==> src/rtl/gaussian_conv3x3.sv <==
// ============================================================================
// Module   : gaussian_conv3x3
// Brief    : Streaming 3x3 Gaussian blur ([1 2 1;2 4 2;1 2 1]/16) over one
//            raster-order greyscale frame using two internal line buffers.
// Revision : 1.0
// ============================================================================
`default_nettype none

module gaussian_conv3x3 #(
    parameter int IMG_W = 64,
    parameter int IMG_H = 64
) (
    input  logic       clk,
    input  logic       rst,
    input  logic       start,
    input  logic       in_valid,
    input  logic [7:0] in_pix,
    output logic       out_valid,
    output logic [7:0] out_pix,
    output logic       out_last,
    output logic       busy,
    output logic       done
);

    localparam int CW = (IMG_W > 1) ? $clog2(IMG_W) : 1;
    localparam int RW = (IMG_H > 1) ? $clog2(IMG_H) : 1;
    localparam logic [CW-1:0] COL_LAST = CW'(IMG_W - 1);
    localparam logic [RW-1:0] ROW_LAST = RW'(IMG_H - 1);
    localparam logic [CW-1:0] COL_TWO  = CW'(2);
    localparam logic [RW-1:0] ROW_TWO  = RW'(2);

    typedef enum logic [1:0] {
        S_IDLE  = 2'd0,
        S_RUN   = 2'd1,
        S_FLUSH = 2'd2,
        S_DONE  = 2'd3
    } state_t;

    state_t        state_q;
    logic          flush_cnt_q;
    logic          busy_q;
    logic          done_q;
    logic [CW-1:0] col_q;
    logic [RW-1:0] row_q;

    logic          w_accept;
    logic          w_at_end;
    logic          w_win_done;

    assign w_accept   = in_valid && (state_q == S_RUN);
    assign w_at_end   = (row_q == ROW_LAST) && (col_q == COL_LAST);
    assign w_win_done = w_accept && (row_q >= ROW_TWO) && (col_q >= COL_TWO);

    // Control FSM and raster counters; counters only move on accepted beats.
    always_ff @(posedge clk) begin
        if (rst) begin
            state_q     <= S_IDLE;
            flush_cnt_q <= 1'b0;
            busy_q      <= 1'b0;
            done_q      <= 1'b0;
            col_q       <= '0;
            row_q       <= '0;
        end else begin
            done_q <= 1'b0;
            case (state_q)
                S_IDLE: begin
                    if (start) begin
                        state_q <= S_RUN;
                        busy_q  <= 1'b1;
                        col_q   <= '0;
                        row_q   <= '0;
                    end
                end
                S_RUN: begin
                    if (w_accept) begin
                        if (w_at_end) begin
                            state_q     <= S_FLUSH;
                            flush_cnt_q <= 1'b0;
                            col_q       <= '0;
                            row_q       <= '0;
                        end else if (col_q == COL_LAST) begin
                            col_q <= '0;
                            row_q <= row_q + RW'(1);
                        end else begin
                            col_q <= col_q + CW'(1);
                        end
                    end
                end
                S_FLUSH: begin
                    if (flush_cnt_q) begin
                        state_q <= S_DONE;
                        busy_q  <= 1'b0;
                        done_q  <= 1'b1;
                    end else begin
                        flush_cnt_q <= 1'b1;
                    end
                end
                default: begin
                    state_q <= S_IDLE;
                end
            endcase
        end
    end

    // Line buffers: lb0 holds row r-1, lb1 holds row r-2 at each column.
    logic [7:0] lb0_q [IMG_W];
    logic [7:0] lb1_q [IMG_W];
    logic [7:0] w_b0;
    logic [7:0] w_b1;

    assign w_b0 = lb0_q[col_q];
    assign w_b1 = lb1_q[col_q];

    always_ff @(posedge clk) begin
        if (w_accept) begin
            lb0_q[col_q] <= in_pix;
            lb1_q[col_q] <= lb0_q[col_q];
        end
    end

    // Two previous window columns; the third column is the incoming beat.
    logic [7:0] win_q [3][2];

    always_ff @(posedge clk) begin
        if (w_accept) begin
            for (int r = 0; r < 3; r++) begin
                win_q[r][0] <= win_q[r][1];
            end
            win_q[0][1] <= w_b1;
            win_q[1][1] <= w_b0;
            win_q[2][1] <= in_pix;
        end
    end

    logic [11:0] sum_d;
    logic [11:0] sum_q;
    logic        valid1_q;
    logic        last1_q;

    always_comb begin
        sum_d = {4'd0, win_q[0][0]} + {4'd0, w_b1} + {4'd0, win_q[2][0]} + {4'd0, in_pix}
              + (({4'd0, win_q[0][1]} + {4'd0, win_q[1][0]} + {4'd0, w_b0} + {4'd0, win_q[2][1]}) << 1)
              + ({4'd0, win_q[1][1]} << 2);
    end

    always_ff @(posedge clk) begin
        if (w_win_done) begin
            sum_q <= sum_d;
        end
    end

    logic       out_valid_q;
    logic       out_last_q;
    logic [7:0] out_pix_q;
    logic [7:0] out_pix_d;

    // Max sum 4080 + 8 still fits 12 bits, so rounding saturates at 255 by itself.
    assign out_pix_d = 8'((sum_q + 12'd8) >> 4);

    always_ff @(posedge clk) begin
        if (rst) begin
            valid1_q    <= 1'b0;
            last1_q     <= 1'b0;
            out_valid_q <= 1'b0;
            out_last_q  <= 1'b0;
            out_pix_q   <= 8'd0;
        end else begin
            valid1_q    <= w_win_done;
            last1_q     <= w_win_done && w_at_end;
            out_valid_q <= valid1_q;
            out_last_q  <= valid1_q && last1_q;
            if (valid1_q) begin
                out_pix_q <= out_pix_d;
            end
        end
    end

    assign out_valid = out_valid_q;
    assign out_pix   = out_pix_q;
    assign out_last  = out_last_q;
    assign busy      = busy_q;
    assign done      = done_q;

endmodule

`default_nettype wire

==> config.mk <==
export PLATFORM = sky130hd
export DESIGN_NAME = gaussian_conv3x3
export DESIGN_NICKNAME = d
export VERILOG_FILES = /design/src/rtl/gaussian_conv3x3.sv
export SDC_FILE = /design/constraint.sdc
export NUM_CORES = 1
export LEC_CHECK = 0
export BUFFER_PORTS_ARGS = -buffer_cell sky130_fd_sc_hd__clkbuf_2
export CORE_MARGIN = 3
export CORE_UTILIZATION = 25
export DETAILED_ROUTE_END_ITERATION = 6
export HOLD_SLACK_MARGIN = 0.15
export SLEW_MARGIN = 20
export SYNTH_ARGS = -nofsm -noshare
export SYNTH_HDL_FRONTEND = slang
export SYNTH_SLANG_ARGS = --single-unit
==> constraint.sdc <==
create_clock -name clk -period 15.4 [get_ports clk]
set_clock_uncertainty 0.05 [all_clocks]
set_input_delay 0.77 -clock clk [delete_from_list [all_inputs] [get_ports clk]]
set_output_delay 0.77 -clock clk [all_outputs]
set_load 0.01 [all_outputs]
* After elaboration in Yosys (flattened, before gate mapping)
Memory sizes are Yosys's and may differ from the RTL's. A register that Yosys moved wholly into a read port is not among the register bits. Cells that the tools add are included.
Storage, ports and cells: flip-flop bits (word level) 41, memory bits (writable) 1072, bits of input ports 12, output and inout bits 12, logic and storage cells 81, memories kept 3
Memory list:
- lb0_q | depth 64, width 8, read ports 1, clocked after Yosys merged registers in 1, wr ports 1, RTL line 106 | logic [7:0] lb0_q [IMG_W];
- lb1_q | depth 64, width 8, read ports 1, clocked after Yosys merged registers in 1, wr ports 1, RTL line 107 | logic [7:0] lb1_q [IMG_W];
- win_q | depth 3, width 16, read ports 3, clocked after Yosys merged registers in 0, wr ports 3, RTL line 122 | logic [7:0] win_q [3][2];
Operators by class: $add $sub $neg 11, $lt $le $gt $ge 2, eq/ne operators 9, muxes and demuxes 27, bitwise operators 1, reductions and logical operators 16
Operators by type and width (count):
- 6-bit two-way mux | 11
- 6-bit one-hot mux with 2 select lines | 2
- 10-bit by 8-bit adder with 11-bit output | 2
- 9-bit by 8-bit adder with 10-bit output | 2
- 8-bit by 8-bit adder with 9-bit output | 2
- 11-bit by 12-bit adder with 12-bit output | 1
- 12-bit by 10-bit adder with 12-bit output | 1
- 12-bit by 4-bit adder with 12-bit output, second input constant | 1
- 6-bit by 1-bit adder with 6-bit output, second input constant | 2
- 6-bit == test, second input constant | 2
- 6-bit by 2-bit >= comparator with 1-bit output, second input constant | 2
- 3-bit AND reduction | 3
- 2-bit two-way mux | 4
- 2-bit inequality test, second input constant | 4
- 4-bit AND reduction | 2
- 1-bit two-way mux | 7
- 1-bit logical AND | 6
- 2-bit one-hot mux with 3 select lines | 1
- 2-bit nonzero test | 3
- 1-bit one-hot mux with 2 select lines | 2
- 3-bit by 2-bit inequality test with 1-bit output, second input constant | 1
- 2-bit by 1-bit == test with 1-bit output, second input constant | 1
- 2-bit == test, second input constant | 1
- 2-bit zero test | 1
- other kinds (2) | 2

* Logic depth before layout (Yosys ltp)
word-level depth 7, gate-level depth with buffers 31, gate-level depth less buffers 27

* Worst setup path after synthesis
Ideal clock, no wire load.
kind register to register, from reg with a tool-made name, to reg sum_q[11], data pin, setup time 271 ps, arrival 7417 ps, data required time 15079 ps, slack 7662 ps, stages on the path, launching flop included 28, path buffers 5, clock period less this slack 7738 ps, cells stage by stage dfxtp_1 buf_2 buf_2 buf_2 buf_2 buf_2 mux4_2 o21ai_0 o21ai_1 or3_1 fa_1 fa_1 ha_1 inv_1 fa_1 nor2b_1 o21ai_0 nand2b_1 xnor2_1 fa_1 fa_1 inv_1 fa_1 ha_1 nor2b_1 a311o_1 a221oi_1 xor2_1
RTL lines:
- end signal: assignment | RTL line 148 | sum_q <= sum_d;
- end: declaration | RTL line 136 | logic [11:0] sum_q;

==> results.yml <==
status:
  status: "completed"
die:
  die_h_um: 428
  start_util_pct: 25.2
  die_w_um: 428
  core_area_mm2: 0.177
  io_pins: 24
  dieArea_mm2: 0.183
  placement_rows: 154
synth:
  ys.flop_type: "edfxtp_1"
  synth_top_family_by_area: "multiplexers"
  syn_area_mm2: 0.0446
  synth_top_area_cell: "edfxtp_1"
  yosysSeqAreaShare_pct: 74.4
  syn_area_per_cell_um2: 21.0
  synth_top_cell_area_share_pct: 72.9
  synthAdderAreaFrac_pct: 2.94
  synthXorXnorAreaFrac_pct: 0.531
  synth_mux_area_share_pct: 14.4
  ys_ff_latch: 1116
  synth_edf_count: 1081
  synth-simple-area-share_pct: 3.13
  synth-warning-count: 0
  synth_area_leaders: "edfxtp_1, mux4_2, fa_1"
  netlist-cell-type-count: 59
  synthArstFlopShare_pct: 0
  synth_nets: 2214
  synth_common_cells: "edfxtp_1, mux4_2, nor2_1, inv_1, fa_1"
  synthCells: 2125
  synth.most_common_cell: "edfxtp_1"
  synth-compound-area-share_pct: 2.36
setup_path:
  critPathMaxFanout: 51
  cp.required_ps: 15750
  path_delay_family: "adder cells"
  max_stage_delay_ps: 770
  cp_num_buf_inv: 5
  worstSetupPathType: "flop to flop"
  start_kind: "flop"
  rrSetupSlack_ps: 6440
  end_kind: "flop"
  cp.arrival_ps: 9310
  critPathSlowestCell: "a221oi_1"
  path_common_cell: "fa_1"
sta:
  tightest_slew_ps: 1020
  rsz0062_at_grt: "false"
  holdWs_ps: 392
  hold_viol: 0
  slew_violations: 0
  min_period_over_period_pct: 58.2
  setup_violations: 0
  final.min_clock_period_ps: 8960
  setup_tns_ps: 0
  fmax_mhz: 112
  slew_headroom_pct: 31.5
clocking:
  cts_setup_buffers: 0
  cts.htree.levels: 3
  cts_tree: "yes"
  cts_made_buffers: 115
  root_buffer: "clkbuf_16"
  clock_sinks: 1116
  cts.repair.resized: 0
  holdBufCountCts: 0
  clk_pin_slew_ps: 60
  cts_max_path_buffers: 3
  clk_latency_ps: 720
run:
  cap_violations: 0
layout:
  fillCellCount: 17100
  drive_above_1_share_pct: 24.9
  num-nets-final: 2355
  area_delta_synth_final_pct: 15.7
global_routing:
  grt_pass1_wl_mm: 155
  antenna_found_initial: 6
  grt_start_max_net_pins: 96
  grt_pass1_vias: 21600
  gr-total-overflow: 0
  grt_usage_pct: 11.4
place:
  dp_hpwl_mm: 63.3
  portBuffers: 23
  gp_congestion: 0.816
power_and_ir_drop:
  ir_drop_uv: 376
  power_density_mw_per_mm2: 173
  leakagePower_nw: 15.8
min_path:
  min_path_type: "flop to flop"
detailed_routing:
  drt_wl_total_mm: 106
  drc: 0
  wl_per_cell_um: 22.6
  drt_iter0_markers: 2499
  final_antenna_net_count: 0
  first_pass_iters: 5
  vias_per_cell: 4.54
  dr_total_vias: 21400
-- per-stage QoR --
stage	setup slack, ps	util, %	cell area, um^2	std cells	total power [mW]
2_1_floorplan	7660	-	44600	2125	5.69
3_3_place_gp	6320	27.0	47800	4489	6.22
3_5_place_dp	6360	27.0	47800	4489	6.25
4_1_cts	6350	29.2	51500	4704	9.00
5_1_grt	5850	29.2	51500	4705	9.45
6_report	6440	29.2	51600	4706	8.90
-- power breakdown --
part	leakage, nW	internal [mW]	total, mW	switching [mW]
combinational	4.02	1.14	2.53	1.39
sequential	10.0	3.61	3.63	0.0194
clock	1.82	1.56	2.75	1.19
-- per-layer routing --
| layer | GRT usage (%) | wire length (um) | vias up | part of all wire (%) |
|---|---|---|---|---|
| met2 | 18.1 | 50200 | 798 | 47 |
| met1 | 15.6 | 45100 | 11400 | 42 |
| li1 | - | - | 8970 | - |
| met5 | 0 | 12 | - | 0.011 |
| met3 | 2.70 | 8210 | 182 | 7.7 |
| met4 | 3.18 | 2760 | 2 | 2.6 |
-- final cells by class --
cell class                 count  area, um^2  share of cell area, %
sequential                  1116       33200                   64.4
multi-input combinational    825       10500                   20.3
clock buffer                 137        2990                   5.80
tap                         2340        2930                   5.68
timing repair buffer         124         911                   1.77
clock inverter                78         762                   1.48
inverter                      84         315                  0.612
antenna                        2        5.00                0.00971
-- cell families (layout without fill, tap and decap cells) --
family,after synthesis,count (layout)
adder cells (fa/ha/maj),77,77
XOR/XNOR,27,27
AO/OA/AOI/OAI,147,147
multiplexers,282,282
AND/OR/NAND/NOR,292,292
other,0,2
flip-flops,1116,1116
buffers and inverters,184,423
-- state kept, by name, summed over array words and instances (netlist names), 2 cells and up, named ones only --
register / flops
state_q: 2
out_pix: 8
lb1_q: 512
sum_q: 9
col_q: 6
row_q: 6
win_q: 48
lb0_q: 512
-- cells in the final DEF, fill, tap and decap left out, types with 23 or more instances in the layout --
cell,n
clkbuf_2,23
mux4_1,28
clkbuf_16,116
mux4_2,251
edfxtp_1,1081
nor2b_1,36
dfxtp_1,31
fa_1,46
a22oi_1,27
ha_1,31
inv_1,79
clkinv_2,33
nand2_1,42
buf_4,98
nor2_1,121
-- final timing paths --
check        startpoint        end  cells past startpoint
min             last1_q   out_last                      1
min reg2reg     last1_q   out_last                      1
max                flop  sum_q[11]                     27
max reg2reg        flop  sum_q[11]                     27
(Power assumes the default switching activity.)
